File: src/rtl/ks_addsub_pipe.sv
// ks_addsub_pipe: parametrised pipelined Kogge-Stone adder/subtractor with
// valid/ready flow control and a sideband tag.
// Optional build macro KS_SAT_EN: clamp the result to the signed range on
// overflow instead of wrapping modulo 2^WIDTH.
module ks_addsub_pipe #(
  parameter int WIDTH     = 64,
  parameter int REG_EVERY = 2,
  parameter int TAG_W     = 4
) (
  input  logic             clk,
  input  logic             rst,
  input  logic             in_valid,
  output logic             in_ready,
  input  logic [WIDTH-1:0] in_a,
  input  logic [WIDTH-1:0] in_b,
  input  logic             in_cin,
  input  logic             in_sub,
  input  logic [TAG_W-1:0] in_tag,
  output logic             out_valid,
  input  logic             out_ready,
  output logic [WIDTH-1:0] out_sum,
  output logic             out_cout,
  output logic             out_ovf,
  output logic [TAG_W-1:0] out_tag
);

  localparam int L2 = $clog2(WIDTH);
  localparam int NP = (L2 + REG_EVERY - 1) / REG_EVERY;

`ifdef KS_SAT_EN
  function automatic logic [WIDTH-1:0] sat_clamp(input logic signed [WIDTH-1:0] s,
                                                 input logic ovf, input logic a_neg);
    logic signed [WIDTH-1:0] lim;
    lim = a_neg ? {1'b1, {(WIDTH-1){1'b0}}} : {1'b0, {(WIDTH-1){1'b1}}};
    return ovf ? lim : s;
  endfunction
`endif

  // The whole pipe moves as one; a stalled output freezes every stage.
  logic adv;
  assign adv      = !out_valid || out_ready;
  assign in_ready = adv;

  // ---- stage 0 boundary: generate/propagate, effective carry-in, tag ----
  logic [WIDTH-1:0] b_eff, hs_in, g_in;
  logic             cin_eff;

  // Fold the carry-in into bit 0's generate so the prefix tree yields true carries.
  always_comb begin
    b_eff   = in_sub ? ~in_b : in_b;
    cin_eff = in_cin ^ in_sub;
    hs_in   = in_a ^ b_eff;
    g_in    = in_a & b_eff;
    g_in[0] = g_in[0] | (hs_in[0] & cin_eff);
  end

  logic [WIDTH-1:0] g_p0;
  logic [WIDTH-1:0] hs_p  [NP];
  logic [TAG_W-1:0] tag_p [NP];
  logic [NP-1:0]    ci_p, am_p, bm_p;
  logic [NP-1:0]    vld_p;

  // Data and sideband registers shift with the pipe; they carry no reset.
  always_ff @(posedge clk) begin
    if (adv) begin
      g_p0     <= g_in;
      hs_p[0]  <= hs_in;
      ci_p[0]  <= cin_eff;
      am_p[0]  <= in_a[WIDTH-1];
      bm_p[0]  <= b_eff[WIDTH-1];
      tag_p[0] <= in_tag;
      for (int k = 1; k < NP; k++) begin
        hs_p[k]  <= hs_p[k-1];
        ci_p[k]  <= ci_p[k-1];
        am_p[k]  <= am_p[k-1];
        bm_p[k]  <= bm_p[k-1];
        tag_p[k] <= tag_p[k-1];
      end
    end
  end

  // Valid bits travel with their data and are cleared by reset.
  always_ff @(posedge clk) begin
    if (rst) begin
      vld_p <= '0;
    end else if (adv) begin
      vld_p[0] <= in_valid;
      for (int k = 1; k < NP; k++) vld_p[k] <= vld_p[k-1];
    end
  end

  // ---- prefix levels: span 1, 2, 4, ..., registered every REG_EVERY levels ----
  for (genvar l = 0; l < L2; l++) begin : g_lvl
    localparam int SP = 1 << l;
    logic [WIDTH-1:0] gi, pi, og;
    if (l == 0) begin : g_src
      assign gi = g_p0;
      assign pi = hs_p[0];
    end else if (l % REG_EVERY == 0) begin : g_src
      logic [WIDTH-1:0] gr, pr;
      // Group boundary register between prefix groups.
      always_ff @(posedge clk) begin
        if (adv) begin
          gr <= g_lvl[l-1].og;
          pr <= g_lvl[l-1].g_pn.op;
        end
      end
      assign gi = gr;
      assign pi = pr;
    end else begin : g_src
      assign gi = g_lvl[l-1].og;
      assign pi = g_lvl[l-1].g_pn.op;
    end
    assign og = gi | (pi & (gi << SP));
    if (l < L2 - 1) begin : g_pn
      localparam logic [WIDTH-1:0] LO = (WIDTH'(1) << SP) - WIDTH'(1);
      logic [WIDTH-1:0] op;
      assign op = pi & ((pi << SP) | LO);
    end
  end

  // ---- final boundary: sum, carry-out, overflow, optional clamp ----
  logic [WIDTH-1:0] g_fin, carry, sum_raw, sum_res;
  logic             cout_c, ovf_c;

  // Carry into bit i is the group generate of bits [i-1:0] (cin for bit 0).
  always_comb begin
    g_fin   = g_lvl[L2-1].og;
    carry   = {g_fin[WIDTH-2:0], ci_p[NP-1]};
    sum_raw = hs_p[NP-1] ^ carry;
    cout_c  = g_fin[WIDTH-1];
    ovf_c   = (am_p[NP-1] == bm_p[NP-1]) && (sum_raw[WIDTH-1] != am_p[NP-1]);
`ifdef KS_SAT_EN
    sum_res = sat_clamp(sum_raw, ovf_c, am_p[NP-1]);
`else
    sum_res = sum_raw;
`endif
  end

  // Output register holds while stalled; reset clears results too.
  always_ff @(posedge clk) begin
    if (rst) begin
      out_valid <= 1'b0;
      out_sum   <= '0;
      out_cout  <= 1'b0;
      out_ovf   <= 1'b0;
      out_tag   <= '0;
    end else if (adv) begin
      out_valid <= vld_p[NP-1];
      out_sum   <= sum_res;
      out_cout  <= cout_c;
      out_ovf   <= ovf_c;
      out_tag   <= tag_p[NP-1];
    end
  end

endmodule
File: config.mk
export PLATFORM = sky130hd
export DESIGN_NAME = ks_addsub_pipe
export DESIGN_NICKNAME = d
export VERILOG_FILES = /design/src/rtl/ks_addsub_pipe.sv
export SDC_FILE = /design/constraint.sdc
export NUM_CORES = 1
export LEC_CHECK = 0
export CORE_MARGIN = 3
export CORE_UTILIZATION = 55
export DETAILED_ROUTE_END_ITERATION = 8
export PLACE_DENSITY = 0.77
export SLEW_MARGIN = 10
export SYNTH_ARGS = -nofsm -noshare
export SYNTH_HDL_FRONTEND = slang
export SYNTH_SLANG_ARGS = --single-unit
File: constraint.sdc
create_clock -name clk -period 12.4 [get_ports clk]
set_input_delay 2.48 -clock clk [delete_from_list [all_inputs] [get_ports clk]]
set_output_delay 2.48 -clock clk [all_outputs]
set_load 0.05 [all_outputs]
== After elaboration in Yosys (flattened, before gate mapping) ==
Memory sizes are Yosys's and may differ from the RTL's. A register that Yosys moved wholly into a read port is not among the register bits.
Cells that the tools add are included.

* Mux-type cells: 3
* Reductions and logical operators: 3
* Eq/ne operators: 2
* Bitwise logic cells: 24

{| class="wikitable"
|+ Operators by type and width
! kind !! count
|-
| 64-bit AND || 12
|-
| 64-bit bitwise OR || 6
|-
| 64-bit bitwise XOR || 2
|-
| 64-bit 2-to-1 mux || 1
|-
| 64-bit inverter || 1
|-
| 1-bit 2-to-1 mux || 2
|-
| 1-bit AND || 1
|-
| 1-bit equality test || 1
|-
| 1-bit logical AND || 1
|-
| 1-bit logical NOT || 1
|-
| 1-bit logical OR || 1
|-
| 1-bit != test || 1
|-
| 1-bit bitwise OR || 1
|-
| 1-bit bitwise XOR || 1
|}

* Output and inout bits: 72
* Bits in writable memories: 204
* Bits in registers: 399
* Bits of input ports: 138
* Memories: 2
* Word-level logic and storage cells: 47

{| class="wikitable"
|+ Memories
! memory !! depth !! width !! read ports !! clocked after memory_dff !! wr ports !! line !! RTL
|-
| hs_p || 3 || 64 || 3 || 0 || 3 || 58 || <nowiki>logic [WIDTH-1:0] hs_p [NP];</nowiki>
|-
| tag_p || 3 || 4 || 3 || 1 || 3 || 59 || <nowiki>logic [TAG_W-1:0] tag_p [NP];</nowiki>
|}

== Depth between registers and ports, before layout ==
Gate-level depths: netlist of the first run.

* Depth after elaboration: 7
* Gate-level depth with buffers: 6
* Depth with buffers taken out: 4

== Worst setup path before layout of the first run ==
OpenSTA, ideal clock, no wires.

* Path type: input to output
* Start point: input out_ready
* End point: output in_ready
* Stages: 4
* Data arrival time: 8.804 ns
* Data required time: 9.920 ns
* Path slack: 1.116 ns
* Path buffers: 2
* Path through: nor2b_1 -> buf_6 -> inv_4 -> buf_2

* Longest elaborated chain between the ends: 1

{| class="wikitable"
|+ Ends and longest elaborated chain
! element !! line !! RTL
|-
| start: declaration || 20 || <nowiki>input logic out_ready,</nowiki>
|-
| 1-bit logical OR || 41 || <nowiki>assign adv = !out_valid || out_ready;</nowiki>
|-
| end: declaration || 13 || <nowiki>output logic in_ready,</nowiki>
|}

No other way between the ends.

== Worst setup path in the final report of the first run ==
Ends and elaborated chain as after synthesis.

==> qor.csv, run 1 <==
stage,metric,value,unit
sta,Final period util,56.7,%
yosys,top post-synthesis cells by count,"513 x edfxtp_1, 186 x a21o_1, 169 x nand2_1, 129 x nor2_1, 98 x a21oi_1",
grt,vias in the first global route,13600,
critical_path,Worst setup EP type,output port,
finish,Area Overhead vs Synth,19.2,%
sta,Layout Skew,0.0100,ns
sta,max_slew headroom,20.1,%
clocking,clock root cell,clkbuf_16,
sta,Tmin final,7.04,ns
floorplan,core area,42000,µm²
finish,nets@finish,2064,
yosys,Area contributors post-synth,"edfxtp_1 66%, dfxtp_1 6.3%, a21o_1 6.0%",
clocking,CTS Hold Bufs,0,
critical_path,CP Launch Point,out_ready,
critical_path,CP Data Required Time,9.92,ns
sta,unrepaired setup endpoints after global routing,false,
critical_path,crit path DAT,4.56,ns
critical_path,CP max FO,170,
critical_path,R2R cell count,5,
grt,initial antenna violation count,0,
sta,Setup TNS Final,0,ns
grt,global-route wire length before repair,76.9,mm
sta,Max Freq,142,MHz
critical_path,kind of critical path,input port to output port,
finish,FF/Latch Area,16900,µm²
yosys,Synth top area share,65.6,%
critical_path,reg2reg start,out_valid,
sta,Tightest Pin Transition,1.20,ns
finish,area of the multi-input gates,6310,µm²
clocking,TritonCTS clock tree,built,
yosys,synthesis-stage register bit count,587,
yosys,Most used DFF post-synth,edfxtp_1,
job,max cap viols,0,
floorplan,initial core utilization,55.8,%
clocking,CTS Buf Count,57,
route,vias per cell,5.72,
yosys,Post-synth EDFFs,513,
yosys,Gate Count Post-Synth,1622,
clocking,post_cts resized,0,
route,Residual DRC,0,
route,routed wire length per instance,20.9,µm
floorplan,Die Wd,213,µm
floorplan,die area,45200,µm²
clocking,clk sinks,587,
floorplan,Die Height,213,µm
placed_design,routability congestion estimate,0.885,
critical_path,crit path capture,in_ready,
grt,GRT overflow,0,
route,Post-Route WL,51.2,mm
placed_design,I/O Buffers,209,
yosys,fraction of registers with async set/reset,0,%
yosys,Post-Syn Area,23500,µm²
clocking,clk buf depth,3,
placed_design,detailed placer's ending HPWL,36.2,mm
yosys,most numerous cell in the Yosys netlist,edfxtp_1,
power,Power Total,5.17,mW
yosys,Synth cell types,32,
floorplan,IO Pins,210,
floorplan,Cell Rows,75,
grt,Total Routing Usage GR,22.4,%
critical_path,CP startpoint kind,input port,
critical_path,Reg2Reg Setup Slack,8.21,ns
yosys,Yosys top cell by area,edfxtp_1,
sta,Setup-failing EPs final,0,
worst_hold_path,Hold Crit Class,flip-flop to flip-flop,
power,power per cell area,185,nW/µm²
yosys,Synth Area per Inst,14.5,µm²
route,remaining antenna violation count,0,
clocking,Clock Pin Slew Worst Setup and Hold Paths,0.06,ns
clocking,Setup Buffers After CTS,0,
power,Leak,11.4,nW
sta,final hold vios,0,
critical_path,RR Endpoint,g_lvl[0].gi[37],
clocking,Worst-Skew Late Latency,0.59,ns
finish,fillers,2878,
route,starting DRC count in detailed routing,1738,
clocking,H-tree depth,2,
route,Vias,14000,
power,VDD IR-drop max,0.116,mV
yosys,syn_nets,1824,
grt,largest net degree at the start of global routing,171,
status,status,finished clean,
yosys,post-synthesis sequential area ratio,72.0,%
sta,pins over their slew limit,0,
finish,layout cells sized above 1,5.55,%
route,drt first pass iters,9,
sta,Hold Worst Slack,0.415,ns
yosys,YS warnings,0,
-- sequential cells by signal (all words and copies together) (netlist names) --
name,flops
out_sum,64
g_lvl.g_src.pr,110
g_lvl.gi,64
am_p,3
g_lvl.g_src.gr,128
out_tag,4
out_valid,1
bm_p,3
out_cout,1
out_ovf,1
tag_p,12
ci_p,3
hs_p,190
vld_p,3
-- cells in the final DEF, fill, tap and decap left out, drive strengths merged --
cell / n
a211oi: 18
a21o: 186
a21oi: 98
a221oi: 2
a31oi: 14
and3: 2
buf: 11
bufinv: 4
clkbuf: 79
clkdlybuf4s50: 207
clkinv: 21
clkinvlp: 1
dfxtp: 74
diode: 1
edfxtp: 513
ha: 64
inv: 21
nand2: 169
nand3: 31
nand3b: 14
nor2: 129
nor2b: 1
nor3: 15
nor4b: 28
o2111a: 1
o211a: 1
o21ai: 36
o21bai: 56
xnor2: 17
xor2: 97
-- through the flow --
step	cell area (µm²)	util, %	std cells	setup slack [ns]
after global routing	28000	66.6	2449	5.28
final	28000	66.6	2450	5.36
after CTS	28000	66.6	2449	5.38
after detailed placement	26100	62.1	2342	5.40
after floorplan	23500	-	1622	1.12
after global placement	26100	62.1	2342	5.40
-- power breakdown --
| part | switching (mW) | leakage (nW) | internal, mW |
|---|---|---|---|
| clock | 0.714 | 0.928 | 0.996 |
| combinational | 0.436 | 4.19 | 0.306 |
| sequential | 0.232 | 6.31 | 2.49 |
| total | 1.38 | 11.4 | 3.79 |
-- worst min path at each step --
stage,start,to,slack [ns],cells past startpoint
finish,hs_p[0][72],hs_p[0][136],0.42,0
global route,hs_p[0][119],hs_p[0][183],0.42,0
CTS,hs_p[0][94],hs_p[0][158],0.41,0
detailed placement,ci_p[1],ci_p[2],0.40,0
global placement,hs_p[0][74],hs_p[0][138],0.40,0
floorplan,am_p[0],am_p[1],0.40,0
-- logic make-up after synthesis --
group	share of synthesized area [%]
xor+xnor	4.25
simple gates	7.37
fa+ha+maj	3.41
flops	72.0
compound gates	11.8
buf+inv	1.19
-- per-layer routing --
| layer | part of all wire, % | up-vias | wire [µm] | global-route usage (%) |
|---|---|---|---|---|
| met4 | 2.6 | 0 | 1350 | 7.27 |
| met5 | 0 | - | 0 | 0 |
| met2 | 45 | 656 | 23300 | 34.2 |
| met1 | 43 | 6708 | 21800 | 33.2 |
| li1 | - | 6552 | - | - |
| met3 | 9.4 | 98 | 4790 | 3.90 |
-- worst max-delay path, cell delays in order --
cell and delay [ns]:
clkdlybuf4s50_1 0.51, nor2b_4 0.09, inv_16 0.44, clkdlybuf4s50_1 0.93
-- cell type report --
type | instances | share of cell area (%)
multi-input cells | 979 | 22.5
inverters | 19 | 0.313
well taps | 539 | 2.41
clock buffers | 79 | 5.79
flip-flops and latches | 587 | 60.3
repair buffers | 218 | 7.69
clock inverters | 28 | 0.903
diodes | 1 | 0.00894
Power figures use the tool's default switching activity.
==> inputs of run 2 (changes only) <==
CORE_UTILIZATION = 52   (was 55)
PLACE_DENSITY = 0.76   (was 0.77)
clock period = 6.3 ns   (was 12.4 ns; I/O delays follow)
==> run 2 against run 1 <==
  * Combinational power up 97%
  * Hold slack got worse by 0.0020 ns
  * Final cell count rose by 1.8%
  * Sequential power grew 97%
  * Largest power group unchanged
  * Global-route usage fell by 1.3 points
  * Power rose by 93%
  * Critical path depth unchanged
  * Utilization down 3.7 points
  * Sequential share of layout area increased by 0.16 points
  * Non-clock buffer count decreased by 2
  * Die area grew 5.6%
==> qor.csv, run 2 (synthesized netlist as in run 1, its figures left out) <==
stage,metric,value,unit
placed_design,pre-CTS setup slack,1.87,ns
worst_hold_path,hold_sp,hs_p[0][117],
sta,Setup-failing EPs final,0,
finish,most frequent cells in the layout,"513 x edfxtp_1, 207 x clkdlybuf4s50_1, 186 x a21o_1",
power,VDD IR-drop max,0.204,mV
finish,nets@finish,2059,
sta,pins over their slew limit,0,
finish,layout cells sized above 1,4.47,%
status,status,finished clean,
route,Residual DRC,0,
power,power per cell area,357,nW/µm²
sta,Tightest Pin Transition,1.13,ns
clocking,Worst-Skew Late Latency,0.59,ns
sta,Final period util,71.3,%
power,Switching Share,26.5,%
critical_path,kind of critical path,input port to output port,
power,sequential power share,53.7,%
critical_path,CP startpoint kind,input port,
clocking,clk buf depth,3,
power,clock network power share,31.7,%
finish,# diodes,0,
critical_path,CP max FO,136,
placed_design,Cells after DPL,2393,
floorplan,core area,44400,µm²
power,Psw,2.64,mW
finish,fillers,3218,
sta,Final WS setup,1.81,ns
clocking,CTS Buf Count,54,
finish,"commonest non-fill, non-tap cell in the layout",edfxtp_1,
route,starting DRC count in detailed routing,1669,
clocking,clock root cell,clkbuf_16,
floorplan,Cell Rows,77,
worst_hold_path,Hold Crit Class,flip-flop to flip-flop,
route,vias per cell,5.58,
route,remaining antenna violation count,0,
placed_design,I/O Buffers,209,
placed_design,routability congestion estimate,0.862,
finish,most flop-heavy register,hs_p,
critical_path,Worst setup EP type,output port,
power,Pint,7.33,mW
power,combinational share of power,14.6,%
clocking,Setup Buffers After CTS,0,
sta,unrepaired setup endpoints after global routing,false,
sta,Max Freq,223,MHz
route,Post-Route WL,50.7,mm
critical_path,CP Data Required Time,5.04,ns
finish,top flop regs,"hs_p x190, g_lvl.g_src.gr x128, g_lvl.g_src.pr x110",
grt,Total Routing Usage GR,21.1,%
route,routed wire length per instance,20.3,µm
critical_path,reg2reg start,out_valid,
floorplan,initial core utilization,52.8,%
power,Leak,11.3,nW
clocking,clk sinks,587,
grt,global-route wire length before repair,76.6,mm
route,drt first pass iters,6,
clocking,TritonCTS clock tree,built,
floorplan,Die Height,218,µm
job,max cap viols,0,
finish,Finished Layout Cells,2495,
finish,Largest register FFs,190,
clocking,CTS Hold Bufs,0,
sta,final hold vios,0,
route,Vias,13900,
grt,initial antenna violation count,3,
critical_path,crit path DAT,3.23,ns
clocking,Clock Pin Slew Worst Setup and Hold Paths,0.06,ns
critical_path,CP Launch Point,out_ready,
grt,GRT overflow,0,
floorplan,die area,47700,µm²
sta,Layout Skew,0.0134,ns
floorplan,IO Pins,210,
grt,largest net degree at the start of global routing,217,
sta,Setup TNS Final,0,ns
clocking,H-tree depth,2,
power,Power Total,9.97,mW
floorplan,Die Wd,218,µm
placed_design,detailed placer's ending HPWL,36.3,mm
sta,Tmin final,4.49,ns
finish,Area Overhead vs Synth,18.9,%
grt,vias in the first global route,13500,
sta,max_slew headroom,24.6,%
clocking,post_cts resized,0,
run 2: changes by cell type in the layout (fill, tap and decap cells not counted), sizes merged, moves of 2 or more:
cell / change
clkinv: -15
bufinv: -2
buf: -2
clkbuf: +14
run 2: area by class of cell:
cell class                      instances  area [µm²]  share of cell area [%]
Clock buffer                           93        1630                    5.85
Clock inverter                          9        91.3                   0.327
Inverter                               19        87.6                   0.314
Multi-Input combinational cell        979        6310                    22.6
Sequential cell                       587       16900                    60.5
Tap cell                              592         741                    2.65
Timing Repair Buffer                  216        2160                    7.75
run 2: power groups by stage:
stage          registers [mW]  logic [mW]  clock network [mW]
2_1_floorplan            5.54       0.619                   0
3_3_place_gp             5.39        1.43                   0
3_5_place_dp             5.42        1.45                   0
4_1_cts                  5.34        1.46                3.21
5_1_grt                  5.41        1.56                3.37
6_report                 5.35        1.46                3.16
run 2: path summary, 6_finish.rpt:
path	depth (start not counted)	slack (ns)	end
setup / recovery	4	1.81	in_ready
hold / removal	0	0.41	hs_p[0][181]
setup reg to reg	4	3.31	hs_p[0][93]
hold reg to reg	0	0.41	hs_p[0][181]
run 2: critical path, cell delays in order:
cell and delay (ns):
clkdlybuf4s50_1 0.50, nor2b_4 0.08, inv_16 0.33, clkdlybuf4s50_1 0.92
run 2: per-layer routing:
| metal | vias to the layer above | part of all wire (%) | global-route usage, % |
|---|---|---|---|
| met1 | 6684 | 43 | 31.2 |
| met2 | 593 | 46 | 32.9 |
| met4 | 2 | 2.2 | 5.89 |
| met3 | 87 | 9.0 | 3.41 |
| li1 | 6546 | - | - |
| met5 | - | 0.026 | 0 |
run 2: stage by stage:
step,instance area (µm²),hold WS [ns],util [%]
CTS,27900,0.415,62.8
detailed placement,26200,0.405,59.0
finish,27900,0.413,62.8
global placement,26200,0.400,59.0
global route,27900,0.415,62.8
floorplan,23500,0.400,-
==> inputs of run 3 (changes only) <==
clock period = 3.72 ns   (was 6.3 ns; I/O delays follow)
==> run 3 against run 2 <==
  * Die area did not move
  * Power rose by 73%
  * Design area rose by 0.64%
  * Utilization rose by 0.40 points
  * Global-route usage fell by 0.084 points
  * Final cell count rose by 0.20%
  * First-iteration DRC count fell by 1.7%
  * Non-clock buffer count rose by 2
  * Worst setup slack got worse by 0.89 ns
  * Critical path depth did not move
  * Sequential share of layout area fell by 0.39 points
  * Largest power group unchanged
  * Flip-flop and latch count did not move
==> qor.csv, run 3 (synthesized netlist as in run 1, its figures left out) <==
stage,metric,value,unit
status,status,finished clean,
route,Residual DRC,0,
job,max cap viols,0,
clocking,Setup Buffers After CTS,0,
power,power per cell area,613,nW/µm²
floorplan,core area,44400,µm²
finish,nets@finish,2062,
critical_path,R2R cell count,5,
power,combinational share of power,14.4,%
clocking,clk sinks,587,
finish,layout cells sized above 1,5.67,%
critical_path,CP Cell Sequence,clkdlybuf4s50_1 > nor2b_4 > inv_16 > buf_4,
grt,GRT overflow,0,
clocking,H-tree depth,2,
clocking,post_cts resized,0,
sta,Setup-failing EPs final,0,
sta,unrepaired setup endpoints after global routing,false,
finish,most flop-heavy register,hs_p,
critical_path,kind of critical path,input port to output port,
clocking,Worst-Skew Late Latency,0.60,ns
critical_path,CP startpoint kind,input port,
critical_path,CP max stage cell,clkdlybuf4s50_1,
finish,top flop regs,"hs_p x190, g_lvl.g_src.gr x128, g_lvl.g_src.pr x110",
route,Vias,13900,
placed_design,routability congestion estimate,0.883,
sta,Setup TNS Final,0,ns
floorplan,die area,47700,µm²
placed_design,Placed Area,26200,µm²
critical_path,Worst setup EP type,output port,
finish,most frequent cells in the layout,"513 x edfxtp_1, 206 x clkdlybuf4s50_1, 186 x a21o_1",
placed_design,I/O Buffers,209,
floorplan,IO Pins,210,
power,VDD IR-drop max,0.371,mV
sta,max_slew headroom,31.9,%
finish,post-route cell area,28100,µm²
critical_path,CP Data Required Time,2.98,ns
power,Leak,11.4,nW
sta,Final period util,75.5,%
power,Psw,4.58,mW
floorplan,Die Height,218,µm
worst_hold_path,hold path cells,0,
sta,Tightest Pin Transition,1.02,ns
critical_path,"slowest stage delay, CP",0.51,ns
grt,Total Routing Usage GR,21.0,%
route,Post-Route WL,50.6,mm
clocking,TritonCTS clock tree,built,
route,vias per cell,5.56,
finish,Largest register FFs,190,
clocking,clock root cell,clkbuf_16,
clocking,clk buf depth,3,
sta,Tmin final,2.81,ns
sta,pins over their slew limit,0,
finish,Finished Layout Cells,2500,
floorplan,initial core utilization,52.8,%
route,drt first pass iters,6,
grt,largest net degree at the start of global routing,149,
clocking,CTS Buf Count,55,
critical_path,CP max FO,130,
placed_design,detailed placer's ending HPWL,36.4,mm
floorplan,Die Wd,218,µm
route,routed wire length per instance,20.2,µm
grt,global-route wire length before repair,76.4,mm
grt,initial antenna violation count,2,
sta,Layout Skew,0.0164,ns
finish,fillers,3235,
power,clock network power share,33.0,%
critical_path,crit path DAT,2.06,ns
route,starting DRC count in detailed routing,1640,
sta,Max Freq,356,MHz
worst_hold_path,Hold Crit Class,flip-flop to flip-flop,
clocking,CTS Hold Bufs,0,
critical_path,Reg2Reg Setup Slack,1.65,ns
grt,vias in the first global route,13500,
power,sequential power share,52.5,%
power,Switching Share,26.6,%
placed_design,Cells after DPL,2395,
clocking,Clock Pin Slew Worst Setup and Hold Paths,0.06,ns
finish,Area Overhead vs Synth,19.7,%
finish,"commonest non-fill, non-tap cell in the layout",edfxtp_1,
route,remaining antenna violation count,0,
sta,final hold vios,0,
floorplan,Cell Rows,77,
power,Pint,12.6,mW
run 3: cell count changes in the layout (fill, tap and decap cells not counted), moves of 2 or more:
cell,change
bufinv_16,+3
diode_2,+2
clkinvlp_4,+4
clkbuf_1,-21
clkinv_1,+2
clkinv_2,+12
buf_12,+2
run 3: power groups by stage:
stage	logic, mW	clock network (mW)	registers, mW
after floorplan	1.05	0	9.38
after global placement	2.43	0	9.13
after detailed placement	2.47	0	9.17
after CTS	2.49	5.78	9.03
after global routing	2.67	6.05	9.14
final	2.48	5.68	9.04
run 3: worst paths after layout:
path / from / end
max reg2reg: out_valid / out_sum[54]
min reg2reg: hs_p[0][78] / hs_p[0][142]
max: out_ready / in_ready
min: hs_p[0][78] / hs_p[0][142]
run 3: area by class of cell:
class | count | area (µm²) | area share, %
sequential | 587 | 16900 | 60.1
multi-input combinational | 979 | 6310 | 22.5
timing repair buffer | 218 | 2200 | 7.83
clock buffer | 73 | 1580 | 5.62
tap | 592 | 741 | 2.64
clock inverter | 30 | 282 | 1.00
inverter | 19 | 87.6 | 0.312
antenna | 2 | 5.00 | 0.0178
run 3: through the flow:
step	setup WS (ns)	util, %	hold slack (ns)	power (mW)
after floorplan	0.503	-	0.400	10.4
after global placement	0.881	59.0	0.400	11.6
after detailed placement	0.818	59.0	0.405	11.6
after CTS	0.899	63.2	0.405	17.3
after global routing	0.829	63.2	0.423	17.9
final	0.913	63.2	0.412	17.2
run 3: worst max-delay path: cells and delay by family:
kind | cells | cell delay, ns
buffers and inverters | 3 | 1.15
AND/OR/NAND/NOR | 1 | 0.09
run 3: metal layers:
metal  track usage [%]  wire, µm  vias to the layer above
met5                 0        12                        -
met4              6.37      1410                        2
met3              4.87      4590                      107
met2              32.0     22700                      559
met1              30.5     21800                     6701
li1                  -         -                     6538
